===== config.mk =====
export PLATFORM = sky130hd
export DESIGN_NAME = theremin_edge_arbiter
export DESIGN_NICKNAME = d
export VERILOG_FILES = /design/src/rtl/theremin_sensor_pkg.sv /design/src/rtl/theremin_event_fifo.sv /design/src/rtl/theremin_edge_arbiter.sv
export SDC_FILE = /design/constraint.sdc
export NUM_CORES = 1
export LEC_CHECK = 0
export CORE_ASPECT_RATIO = 1.2
export CORE_MARGIN = 3
export CORE_UTILIZATION = 56
export CTS_BUF_LIST = sky130_fd_sc_hd__clkbuf_4 sky130_fd_sc_hd__clkbuf_8
export DETAILED_ROUTE_END_ITERATION = 6
export PLACE_DENSITY = 0.77
export SETUP_SLACK_MARGIN = 0.3
export SYNTH_ARGS = -nofsm -noshare
export SYNTH_HDL_FRONTEND = slang
export SYNTH_HIERARCHICAL = 1
export SYNTH_SLANG_ARGS = --single-unit

===== constraint.sdc =====
create_clock -name CLK_PARALLEL -period 2.95 [get_ports CLK_PARALLEL]
set_input_delay 0.59 -clock CLK_PARALLEL [delete_from_list [all_inputs] [get_ports CLK_PARALLEL]]
set_output_delay 0.59 -clock CLK_PARALLEL [all_outputs]
set_load 0.05 [all_outputs]

===== src/rtl/theremin_sensor_pkg.sv =====
// Shared constants and event layout for the theremin edge-timestamping path.
// Channel 0 is the pitch detector, channel 1 the volume detector.
package theremin_sensor_pkg;

    localparam int NUM_CH       = 2;
    localparam int FINE_BITS    = 6;
    localparam int TS_WIDTH_DEF = 32;

    localparam int CH_PITCH  = 0;
    localparam int CH_VOLUME = 1;

    // Narrower timestamp builds keep this same {rising, ts} bit ordering.
    typedef struct packed {
        logic                    rising;
        logic [TS_WIDTH_DEF-1:0] ts;
    } edge_event_t;

    // Round-robin pick between the two channel FIFOs; only meaningful when avail != 0.
    function automatic logic rr_pick(input logic [NUM_CH-1:0] avail, input logic last_grant);
        if (avail[CH_PITCH] && avail[CH_VOLUME]) begin
            return ~last_grant;
        end
        return avail[CH_VOLUME] && !avail[CH_PITCH];
    endfunction

endpackage


===== src/rtl/theremin_event_fifo.sv =====
// Per-channel event FIFO: power-of-two depth, accepts a push while full when a pop
// happens in the same cycle; read data is the head entry, presented combinationally.
module theremin_event_fifo
    import theremin_sensor_pkg::*;
#(
    parameter int DEPTH = 4,
    parameter int WIDTH = $bits(edge_event_t)
) (
    input  logic             CLK_PARALLEL,
    input  logic             RESET,
    input  logic             push,
    input  logic [WIDTH-1:0] push_data,
    input  logic             pop,
    output logic [WIDTH-1:0] pop_data,
    output logic             full,
    output logic             empty
);

    localparam int PTR_W = $clog2(DEPTH);

    if (DEPTH < 2 || (DEPTH & (DEPTH - 1)) != 0) begin : g_depth_check
        $error("theremin_event_fifo: DEPTH must be a power of 2 and at least 2");
    end

    logic [WIDTH-1:0] mem [DEPTH];
    logic [PTR_W-1:0] wr_ptr;
    logic [PTR_W-1:0] rd_ptr;
    logic [PTR_W:0]   count;
    logic             do_push;
    logic             do_pop;

    assign full     = (count == (PTR_W + 1)'(DEPTH));
    assign empty    = (count == '0);
    assign do_pop   = pop && !empty;
    assign do_push  = push && (!full || do_pop);
    assign pop_data = mem[rd_ptr];

    always_ff @(posedge CLK_PARALLEL) begin
        if (RESET) begin
            wr_ptr <= '0;
            rd_ptr <= '0;
            count  <= '0;
        end else begin
            if (do_push) begin
                wr_ptr <= wr_ptr + 1'b1;
            end
            if (do_pop) begin
                rd_ptr <= rd_ptr + 1'b1;
            end
            case ({do_push, do_pop})
                2'b10:   count <= count + 1'b1;
                2'b01:   count <= count - 1'b1;
                default: count <= count;
            endcase
        end
    end

    // When full with a pop, wr_ptr equals rd_ptr: the head is read out before being overwritten.
    always_ff @(posedge CLK_PARALLEL) begin
        if (do_push) begin
            mem[wr_ptr] <= push_data;
        end
    end

endmodule


===== src/rtl/theremin_edge_arbiter.sv =====
// Timestamps pitch/volume detector edges against a free-running coarse counter and
// merges both channels round-robin onto a single registered valid/ready stream.
module theremin_edge_arbiter
    import theremin_sensor_pkg::*;
#(
    parameter int TS_WIDTH   = 32,
    parameter int FIFO_DEPTH = 4
) (
    input  logic                          CLK_PARALLEL,
    input  logic                          RESET,
    input  logic [NUM_CH-1:0]             CH_ENABLE,
    input  logic [NUM_CH-1:0]             CHANGED_FLAG,
    input  logic [NUM_CH*FINE_BITS-1:0]   CHANGED_BIT,
    input  logic                          CLEAR_OVF,
    output logic                          OUT_VALID,
    input  logic                          OUT_READY,
    output logic                          OUT_CHANNEL,
    output logic                          OUT_RISING,
    output logic [TS_WIDTH-1:0]           OUT_TS,
    output logic [NUM_CH-1:0]             OVERFLOW
);

    localparam int COARSE_W = TS_WIDTH - FINE_BITS;
    localparam int EVT_W    = 1 + TS_WIDTH;

    logic [COARSE_W-1:0] coarse;
    logic [NUM_CH-1:0]   level;
    logic [NUM_CH-1:0]   level_next;
    logic [NUM_CH-1:0]   push;
    logic [NUM_CH-1:0]   drop;
    logic [NUM_CH-1:0]   pop;
    logic [NUM_CH-1:0]   full;
    logic [NUM_CH-1:0]   empty;
    logic [NUM_CH-1:0]   avail;
    logic [EVT_W-1:0]    push_data [NUM_CH];
    logic [EVT_W-1:0]    pop_data  [NUM_CH];
    logic                last_grant;
    logic                grant;
    logic                load;

    always_ff @(posedge CLK_PARALLEL) begin
        if (RESET) begin
            coarse <= '0;
        end else begin
            coarse <= coarse + 1'b1;
        end
    end

    // Level tracks the detector input even while the channel is disabled.
    assign level_next = level ^ CHANGED_FLAG;

    always_ff @(posedge CLK_PARALLEL) begin
        if (RESET) begin
            level <= '0;
        end else begin
            level <= level_next;
        end
    end

    always_comb begin
        push = '0;
        drop = '0;
        for (int ch = 0; ch < NUM_CH; ch++) begin
            push_data[ch] = {level_next[ch], coarse, CHANGED_BIT[ch*FINE_BITS +: FINE_BITS]};
            if (CHANGED_FLAG[ch] && CH_ENABLE[ch]) begin
                if (!full[ch] || pop[ch]) begin
                    push[ch] = 1'b1;
                end else begin
                    drop[ch] = 1'b1;
                end
            end
        end
    end

    for (genvar ch = 0; ch < NUM_CH; ch++) begin : g_fifo
        theremin_event_fifo #(
            .DEPTH (FIFO_DEPTH),
            .WIDTH (EVT_W)
        ) u_fifo (
            .CLK_PARALLEL (CLK_PARALLEL),
            .RESET        (RESET),
            .push         (push[ch]),
            .push_data    (push_data[ch]),
            .pop          (pop[ch]),
            .pop_data     (pop_data[ch]),
            .full         (full[ch]),
            .empty        (empty[ch])
        );
    end

    assign avail = ~empty;
    assign load  = !OUT_VALID || OUT_READY;
    assign grant = rr_pick(avail, last_grant);

    always_comb begin
        pop = '0;
        if (load && (|avail)) begin
            pop[grant] = 1'b1;
        end
    end

    always_ff @(posedge CLK_PARALLEL) begin
        if (RESET) begin
            OUT_VALID   <= 1'b0;
            OUT_CHANNEL <= 1'b0;
            OUT_RISING  <= 1'b0;
            OUT_TS      <= '0;
            last_grant  <= 1'(CH_VOLUME);
        end else if (load) begin
            OUT_VALID <= |avail;
            if (|avail) begin
                OUT_CHANNEL            <= grant;
                {OUT_RISING, OUT_TS}   <= pop_data[grant];
                last_grant             <= grant;
            end
        end
    end

    // A drop in the same cycle as CLEAR_OVF still leaves its flag set.
    always_ff @(posedge CLK_PARALLEL) begin
        if (RESET) begin
            OVERFLOW <= '0;
        end else begin
            OVERFLOW <= (CLEAR_OVF ? '0 : OVERFLOW) | drop;
        end
    end

endmodule


Word-level counts from Yosys, hierarchy flattened
Memory sizes are Yosys's and may differ from the RTL's. A register that Yosys moved wholly into a read port is not among the register bits.
Index checks and enable logic that the tools add are counted.
{"block": "word_totals", "reg_bits": 80, "ram_bits": 264, "inputBits": 20, "wordCells": 94, "n_memories": 2}
{"memory": "g_fifo[0].u_fifo.mem", "depth": 4, "width": 33, "rd": 1, "rd_ports_with_merged_regs": 1, "write_ports": 1, "line": "theremin_event_fifo.sv:25", "rtl": "logic [WIDTH-1:0] mem [DEPTH];"}
{"memory": "g_fifo[1].u_fifo.mem", "depth": 4, "width": 33, "rd": 1, "rd_ports_with_merged_regs": 1, "write_ports": 1, "line": "theremin_event_fifo.sv:25"}
{"block": "classes", "add_sub_neg": 9, "magnitude_cmp": 3, "eq_ne": 6, "n_mux": 28, "bitwise": 5, "reduce_logical": 27}
{"op": "$mux 33", "count": 3}
{"op": "$add 26x1->26 const B", "count": 1}
{"op": "$mux 1", "count": 16}
{"op": "$mux 2", "count": 6}
{"op": "$pmux 3 s2", "count": 2}
{"op": "$logic_and 1x1->1", "count": 10}
{"op": "$add 2x1->2 const B", "count": 4}
{"op": "$add 3x1->3 const B", "count": 2}
{"op": "$eq 3x3->1 const B", "count": 2}
{"op": "$logic_not 1->1", "count": 6}
{"op": "$logic_not 3->1", "count": 2}
{"op": "$sub 3x1->3 const B", "count": 2}
{"op": "$logic_or 1x1->1", "count": 5}
{"op": "$eq 2x1->1 const B", "count": 2}
{"op": "$eq 2x2->1 const B", "count": 2}
{"op": "$reduce_bool 2->1", "count": 2}
{"op": "$ge 2x2->1 const B", "count": 1}
{"op": "$lt 1x2->1 const B", "count": 1}
{"op": "$not 1->2", "count": 1}
{"op": "$not 2->2", "count": 1}
{"op": "$or 2x2->2", "count": 1}
{"op": "$reduce_and 2->1", "count": 1}
{"op": "$reduce_or 2->1", "count": 1}
{"op": "$xor 2x2->2", "count": 1}
{"op": "other kinds (3)", "count": 3}

Logic depth before layout (Yosys ltp)
{"block": "depth", "ltp_word": 16, "mapped_depth": 14}

Modules after synthesis
Netlist, hierarchy kept.
{"mod": "theremin_event_fifo", "n_inst": 2, "cells_each": 227, "area_each_um2": 5302.6, "seq_area_each_um2": 4144.0}
{"mod": "theremin_edge_arbiter", "n_inst": 1, "cells_each": 278, "area_each_um2": 2665.1, "seq_area_each_um2": 1321.3}

Worst setup path before layout
No wires, ideal clock.
{"block": "synth_path", "path_type": "register to register", "from": "register g_fifo[1].u_fifo.count[1]", "to": "memory g_fifo[0].u_fifo/mem[1][0] (netlist name) (enable)", "setup_time_ns": 0.393, "arrival_ns": 2.683, "required_ns": 2.557, "slack_ns": -0.127, "path_stages_with_launch": 8, "synth_period_minus_slack_ns": 3.077, "path_cell_list": "dfxtp_1 > nor3_1 > inv_1 > a221oi_2 > buf_2 > inv_1 > a21boi_2 > and2_1"}
{"block": "synth_between", "elab_chain_len": 16}
{"element": "start, declared", "line": "theremin_event_fifo.sv:28", "rtl": "logic [PTR_W:0] count;"}
{"element": "start signal, assigned", "line": "theremin_event_fifo.sv:51", "rtl": "2'b10: count <= count + 1'b1;"}
{"element": "start signal, assigned", "line": "theremin_event_fifo.sv:52", "rtl": "2'b01: count <= count - 1'b1;"}
{"element": "start signal, assigned", "line": "theremin_event_fifo.sv:53", "rtl": "default: count <= count;"}
{"element": "$logic_not 3->1 (*)", "line": "theremin_event_fifo.sv:33", "rtl": "assign empty = (count == '0);"}
{"element": "named net empty[1]", "line": "theremin_edge_arbiter.sv:33", "rtl": "logic [NUM_CH-1:0] empty;"}
{"element": "$not 2->2 (*)", "line": "theremin_edge_arbiter.sv:91", "rtl": "assign avail = ~empty;"}
{"element": "$logic_and 1x1->1", "line": "theremin_sensor_pkg.sv:20", "rtl": "if (avail[CH_PITCH] && avail[CH_VOLUME]) begin"}
{"element": "$mux 1", "line": "theremin_sensor_pkg.sv:20"}
{"element": "$mux 1", "line": "theremin_sensor_pkg.sv:23", "rtl": "return avail[CH_VOLUME] && !avail[CH_PITCH];"}
{"element": "$lt 1x2->1 (not written as such) or $ge 1x1->1 (tied branches)", "line": "theremin_edge_arbiter.sv:98", "rtl": "pop[grant] = 1'b1;"}
{"element": "$logic_and 1x1->1 (not written as such)", "line": "theremin_edge_arbiter.sv:98"}
{"element": "[... 2 more ...]"}
{"element": "$mux 2 (*)", "line": "theremin_edge_arbiter.sv:97", "rtl": "if (load && (|avail)) begin"}
{"element": "named net pop[0]", "line": "theremin_edge_arbiter.sv:31", "rtl": "logic [NUM_CH-1:0] pop;"}
{"element": "$logic_or 1x1->1", "line": "theremin_edge_arbiter.sv:66", "rtl": "if (!full[ch] || pop[ch]) begin"}
{"element": "$mux 1", "line": "theremin_edge_arbiter.sv:66"}
{"element": "$mux 1", "line": "theremin_edge_arbiter.sv:65", "rtl": "if (CHANGED_FLAG[ch] && CH_ENABLE[ch]) begin"}
{"element": "$logic_and 1x1->1 (*)", "line": "theremin_event_fifo.sv:35", "rtl": "assign do_push = push && (!full || do_pop);"}
{"element": "$mux 1 (*)", "line": "theremin_event_fifo.sv:60", "rtl": "if (do_push) begin"}
{"element": "$mux 1 (not written as such) (*)", "line": "theremin_event_fifo.sv:61", "rtl": "mem[wr_ptr] <= push_data;"}
{"element": "end, declared", "line": "theremin_event_fifo.sv:25"}
Mark *: on every way through the listed nets, which the timed path passes. The rest lies on a longest branch.

Worst setup path in the final report
{"block": "layout_path", "from": "register g_fifo[1].u_fifo.count[0]", "to": "register g_fifo[0].u_fifo.count[2]"}
{"block": "layout_between", "elab_chain_len": 16}
{"element": "$logic_not 3->1 (*)", "line": "theremin_event_fifo.sv:33"}
{"element": "named net empty[1]", "line": "theremin_edge_arbiter.sv:33"}
{"element": "$not 2->2 (*)", "line": "theremin_edge_arbiter.sv:91"}
{"element": "$logic_and 1x1->1", "line": "theremin_sensor_pkg.sv:20"}
{"element": "$mux 1", "line": "theremin_sensor_pkg.sv:20"}
{"element": "$mux 1", "line": "theremin_sensor_pkg.sv:23"}
{"element": "$lt 1x2->1 (not written as such) or $ge 1x1->1 (tied branches)", "line": "theremin_edge_arbiter.sv:98"}
{"element": "$logic_and 1x1->1 (not written as such)", "line": "theremin_edge_arbiter.sv:98"}
{"element": "[... 2 more ...]"}
{"element": "$mux 2 (*)", "line": "theremin_edge_arbiter.sv:97"}
{"element": "$logic_or 1x1->1 (*)", "line": "theremin_edge_arbiter.sv:66"}
{"element": "$mux 1 (*)", "line": "theremin_edge_arbiter.sv:66"}
{"element": "$mux 1 (*)", "line": "theremin_edge_arbiter.sv:65"}
{"element": "named net push[0]", "line": "theremin_edge_arbiter.sv:29", "rtl": "logic [NUM_CH-1:0] push;"}
{"element": "$logic_and 1x1->1 (*)", "line": "theremin_event_fifo.sv:35"}
{"element": "$eq 2x1->1 or $eq 2x2->1 (tied branches)", "line": "theremin_event_fifo.sv:50", "rtl": "case ({do_push, do_pop})"}
{"element": "$pmux 3 s2 or $reduce_bool 2->1 (tied branches)"}
{"element": "end signal, assigned", "line": "theremin_event_fifo.sv:51"}
{"element": "end signal, assigned", "line": "theremin_event_fifo.sv:52"}
{"element": "end signal, assigned", "line": "theremin_event_fifo.sv:53"}
{"element": "end, declared", "line": "theremin_event_fifo.sv:28"}
Marked as above.
A chain may end at the register's enable or synchronous reset.

==> impl_metrics.yaml <==
logic_synthesis:
  synth_seq_area_share_pct: 72.4
  yosysWarnings: 6
  yosysUniqueCellTypes: 48
  synthesis.area_um2: 13300
  syn_area_per_cell_um2: 18.1
  syn-num-nets: 765
  synthCells: 732
  synth-seq-cells: 348
place:
  dp_slack_ns: -0.206
  dp_cells: 1100
  place_area_um2: 14500
  portBuffers: 56
  hpwl_um: 15400
  finalWeightedCongestion: 0.756
floorplan:
  die_area_um2: 25600
  die_w_um: 147
  start_util_pct: 57.0
  ios: 57
  rows: 61
  die_h_um: 175
  core_um2: 23300
min_path:
  worstHoldPathCells: 1
  worstHoldStart: "last_grant"
  hold_end: "last_grant"
  min_path_type: "register to register"
power_and_ir_drop:
  leakagePower_uw: 0.00528
  power_density_nw_per_um2: 810
  irDropWorstVdd_uv: 443
critical_path:
  path_buf_inv: 3
  rr_worst_depth: 13
  rrSetupSlack_ns: 0.35
  r2r-start: "g_fifo[1].u_fifo/count[0]"
  worstPathCellList: "nor3_4 -> inv_2 -> a221oi_4 -> nand2b_4 -> and3_1 -> a21boi_4 -> inv_2 -> ha_4 -> inv_2 -> fa_2 -> xor2_1 -> or3_4 -> a21oi_2"
  cpMostUsedCell: "inv_2"
  cp.required_ns: 3.43
  path_class: "register to register"
  cp-start-kind: "register"
  r2r-end: "g_fifo[0].u_fifo/count[2]"
  critPathMaxFanout: 5
  crit_arrival_ns: 3.08
  cp-end-kind: "register"
  cp_slowest_cell: "dfxtp_4"
  max_stage_delay_ns: 0.37
  crit_family: "simple AND/OR/NAND/NOR gates"
clock_tree:
  cts_hold_buf: 0
  cts-root-buf: "clkbuf_8"
  worst_skew_pair.late_latency_ns: 0.57
  cts-htree-levels: 2
  cts_sinks: 348
  clockBufferDepth: 3
  cts_buffers: 51
  cts_tree: "yes"
  clk_pin_slew_worst_paths_ns: 0.06
global_route:
  grt_max_degree: 37
  grt_usage_pct: 21.7
  grt_pass1_vias: 7539
  antenna_found_initial: 0
  grt_pass1_wl_um: 42600
  grt-ovfl-total: 0
route:
  drt-pass1-iter-count: 7
  via_per_inst: 6.00
  vias: 7229
  ant_nets: 0
  wl_per_cell_um: 22.7
  drc: 0
  drt-initial-drc-count: 847
  wl_um: 27300
cells_and_area:
  instances_no_fill: 1205
  fillers: 1459
  antenna_cells: 0
  layout_commonest_cell: "edfxtp_1"
  design_area_um2: 15800
  layout_common_cells: "edfxtp_1 (264), dfxtp_1 (77), nor2_1 (62), clkbuf_8 (62), mux4_2 (60)"
  nets: 880
  areaGrowthSynthToFinish_pct: 18.9
  drive_above_1_share_pct: 27.8
timing:
  hold_ws_ns: 0.475
  period_minus_slack_ns: 2.60
  drv_slew: 0
  setup_viol: 0
  maxSlewHeadroom_pct: 48.4
  setup_slack_ns: 0.347
  hold_viol: 0
  fin_crit_sh_pct: 88.2
  rsz0062_at_grt: "true"
  tightest_slew_ns: 0.774
  clock_skew_ns: 0.0156
  max_freq_mhz: 384
  fin_tns_setup_ns: 0
status:
  status: "finished clean"
job:
  drv_cap: 0
-- worst max-delay path by stage --
stage | from | to | slack (ns) | cells after the start
2_1_floorplan | OUT_READY | g_fifo[1].u_fifo/count[2] | 0.31 | 12
5_1_grt | g_fifo[1].u_fifo/count[0] | g_fifo[0].u_fifo/count[2] | 0.20 | 13
3_3_place_gp | OUT_READY | g_fifo[1].u_fifo/count[2] | -0.13 | 13
3_5_place_dp | OUT_READY | g_fifo[1].u_fifo/count[2] | -0.21 | 13
6_report | g_fifo[1].u_fifo/count[0] | g_fifo[0].u_fifo/count[2] | 0.35 | 13
4_1_cts | g_fifo[0].u_fifo/count[1] | g_fifo[1].u_fifo/count[2] | 0.29 | 12
-- cells by family (layout without fill, tap and decap cells) --
family,count (synthesis),after routing,share of synthesized area (%)
AO/OA/AOI/OAI,76,76,4.52
XOR/XNOR,21,21,1.39
adder cells (fa/ha/maj),13,13,1.34
buffers and inverters,57,215,2.68
flip-flops,348,348,72.4
multiplexers,70,70,11.7
AND/OR/NAND/NOR,147,147,5.92
-- final cells by class --
class,instances,area [µm²],share of cell area [%]
inverters,19,71.3,0.452
repair buffers,100,1080,6.83
well taps,315,394,2.50
flip-flops and latches,348,9630,61.0
clock buffers,80,988,6.27
clock inverters,16,211,1.34
multi-input cells,327,3400,21.6
-- where the power goes --
| part | leakage [µW] | total, µW | internal (µW) | switching (µW) |
|---|---|---|---|---|
| clock network | 0.000620 | 4320 | 2580 | 1750 |
| logic | 0.00150 | 2690 | 1070 | 1620 |
| registers | 0.00315 | 5770 | 5550 | 214 |
-- synthesized netlist by cell type, drive strengths merged --
cell / count / area share, %
edfxtp: 264 / 60
o31a: 1 / 0.066
dfxtp: 84 / 13
or3: 11 / 0.56
mux2: 2 / 0.23
o211a: 1 / 0.075
a221oi: 1 / 0.11
nand4: 7 / 0.44
fa: 2 / 0.30
mux4: 66 / 11
inv: 19 / 0.54
a21boi: 2 / 0.17
nand4b: 2 / 0.13
nor2: 62 / 1.8
buf: 23 / 1.7
o31ai: 5 / 0.28
and3: 8 / 0.40
a211o: 1 / 0.066
a21oi: 19 / 0.72
nand2: 14 / 0.40
xor2: 16 / 1.1
or4: 3 / 0.17
o21ba: 1 / 0.075
ha: 11 / 1.0
nor3b: 2 / 0.19
xnor2: 5 / 0.33
nor3: 2 / 0.075
nor2b: 3 / 0.14
clkbuf: 15 / 0.42
and2: 8 / 0.43
nor4: 3 / 0.14
a31oi: 1 / 0.047
nand3: 9 / 0.38
and4: 4 / 0.29
a222oi: 33 / 2.5
nand2b: 9 / 0.42
o21ai: 11 / 0.41
mux2i: 2 / 0.15
-- sequential cells by signal, indices dropped and copies added (netlist names), named ones only --
| name | cells |
|---|---|
| g_fifo.u_fifo/mem | 264 |
| OUT_RISING | 1 |
| OUT_TS | 32 |
| last_grant | 1 |
| OVERFLOW | 2 |
| level | 2 |
| coarse | 26 |
| g_fifo.u_fifo/rd_ptr | 4 |
| g_fifo.u_fifo/count | 6 |
| OUT_VALID | 1 |
| OUT_CHANNEL | 1 |
| g_fifo.u_fifo/wr_ptr | 4 |
-- routing by layer --
layer  global-route usage, %  vias to the layer above  part of all wire [%]  wire, µm
met1                    28.2                     3679                    37     10200
met2                    37.4                      335                    53     14400
li1                        -                     3178                     -         -
met3                    3.81                       37                   7.9      2160
met5                       0                        -                     0         0
met4                    7.22                        0                   2.0       558
-- through the flow --
stage / utilization [%] / total power (µW)
floorplan: - / 7620
global placement: 62.1 / 8370
detailed placement: 62.1 / 8450
CTS: 67.5 / 12800
global route: 67.8 / 13200
finish: 67.8 / 12800
-- repair_timing --
action | 4_1_cts | 5_1_grt
setup buffers | 4 | 5
hold endpoints to repair | 0 | 0
endpoints found under the setup margin | 2 | 3
pin swaps | 3 | 4
gates resized for setup | 7 | 8
Power figures use the tool's default switching activity.
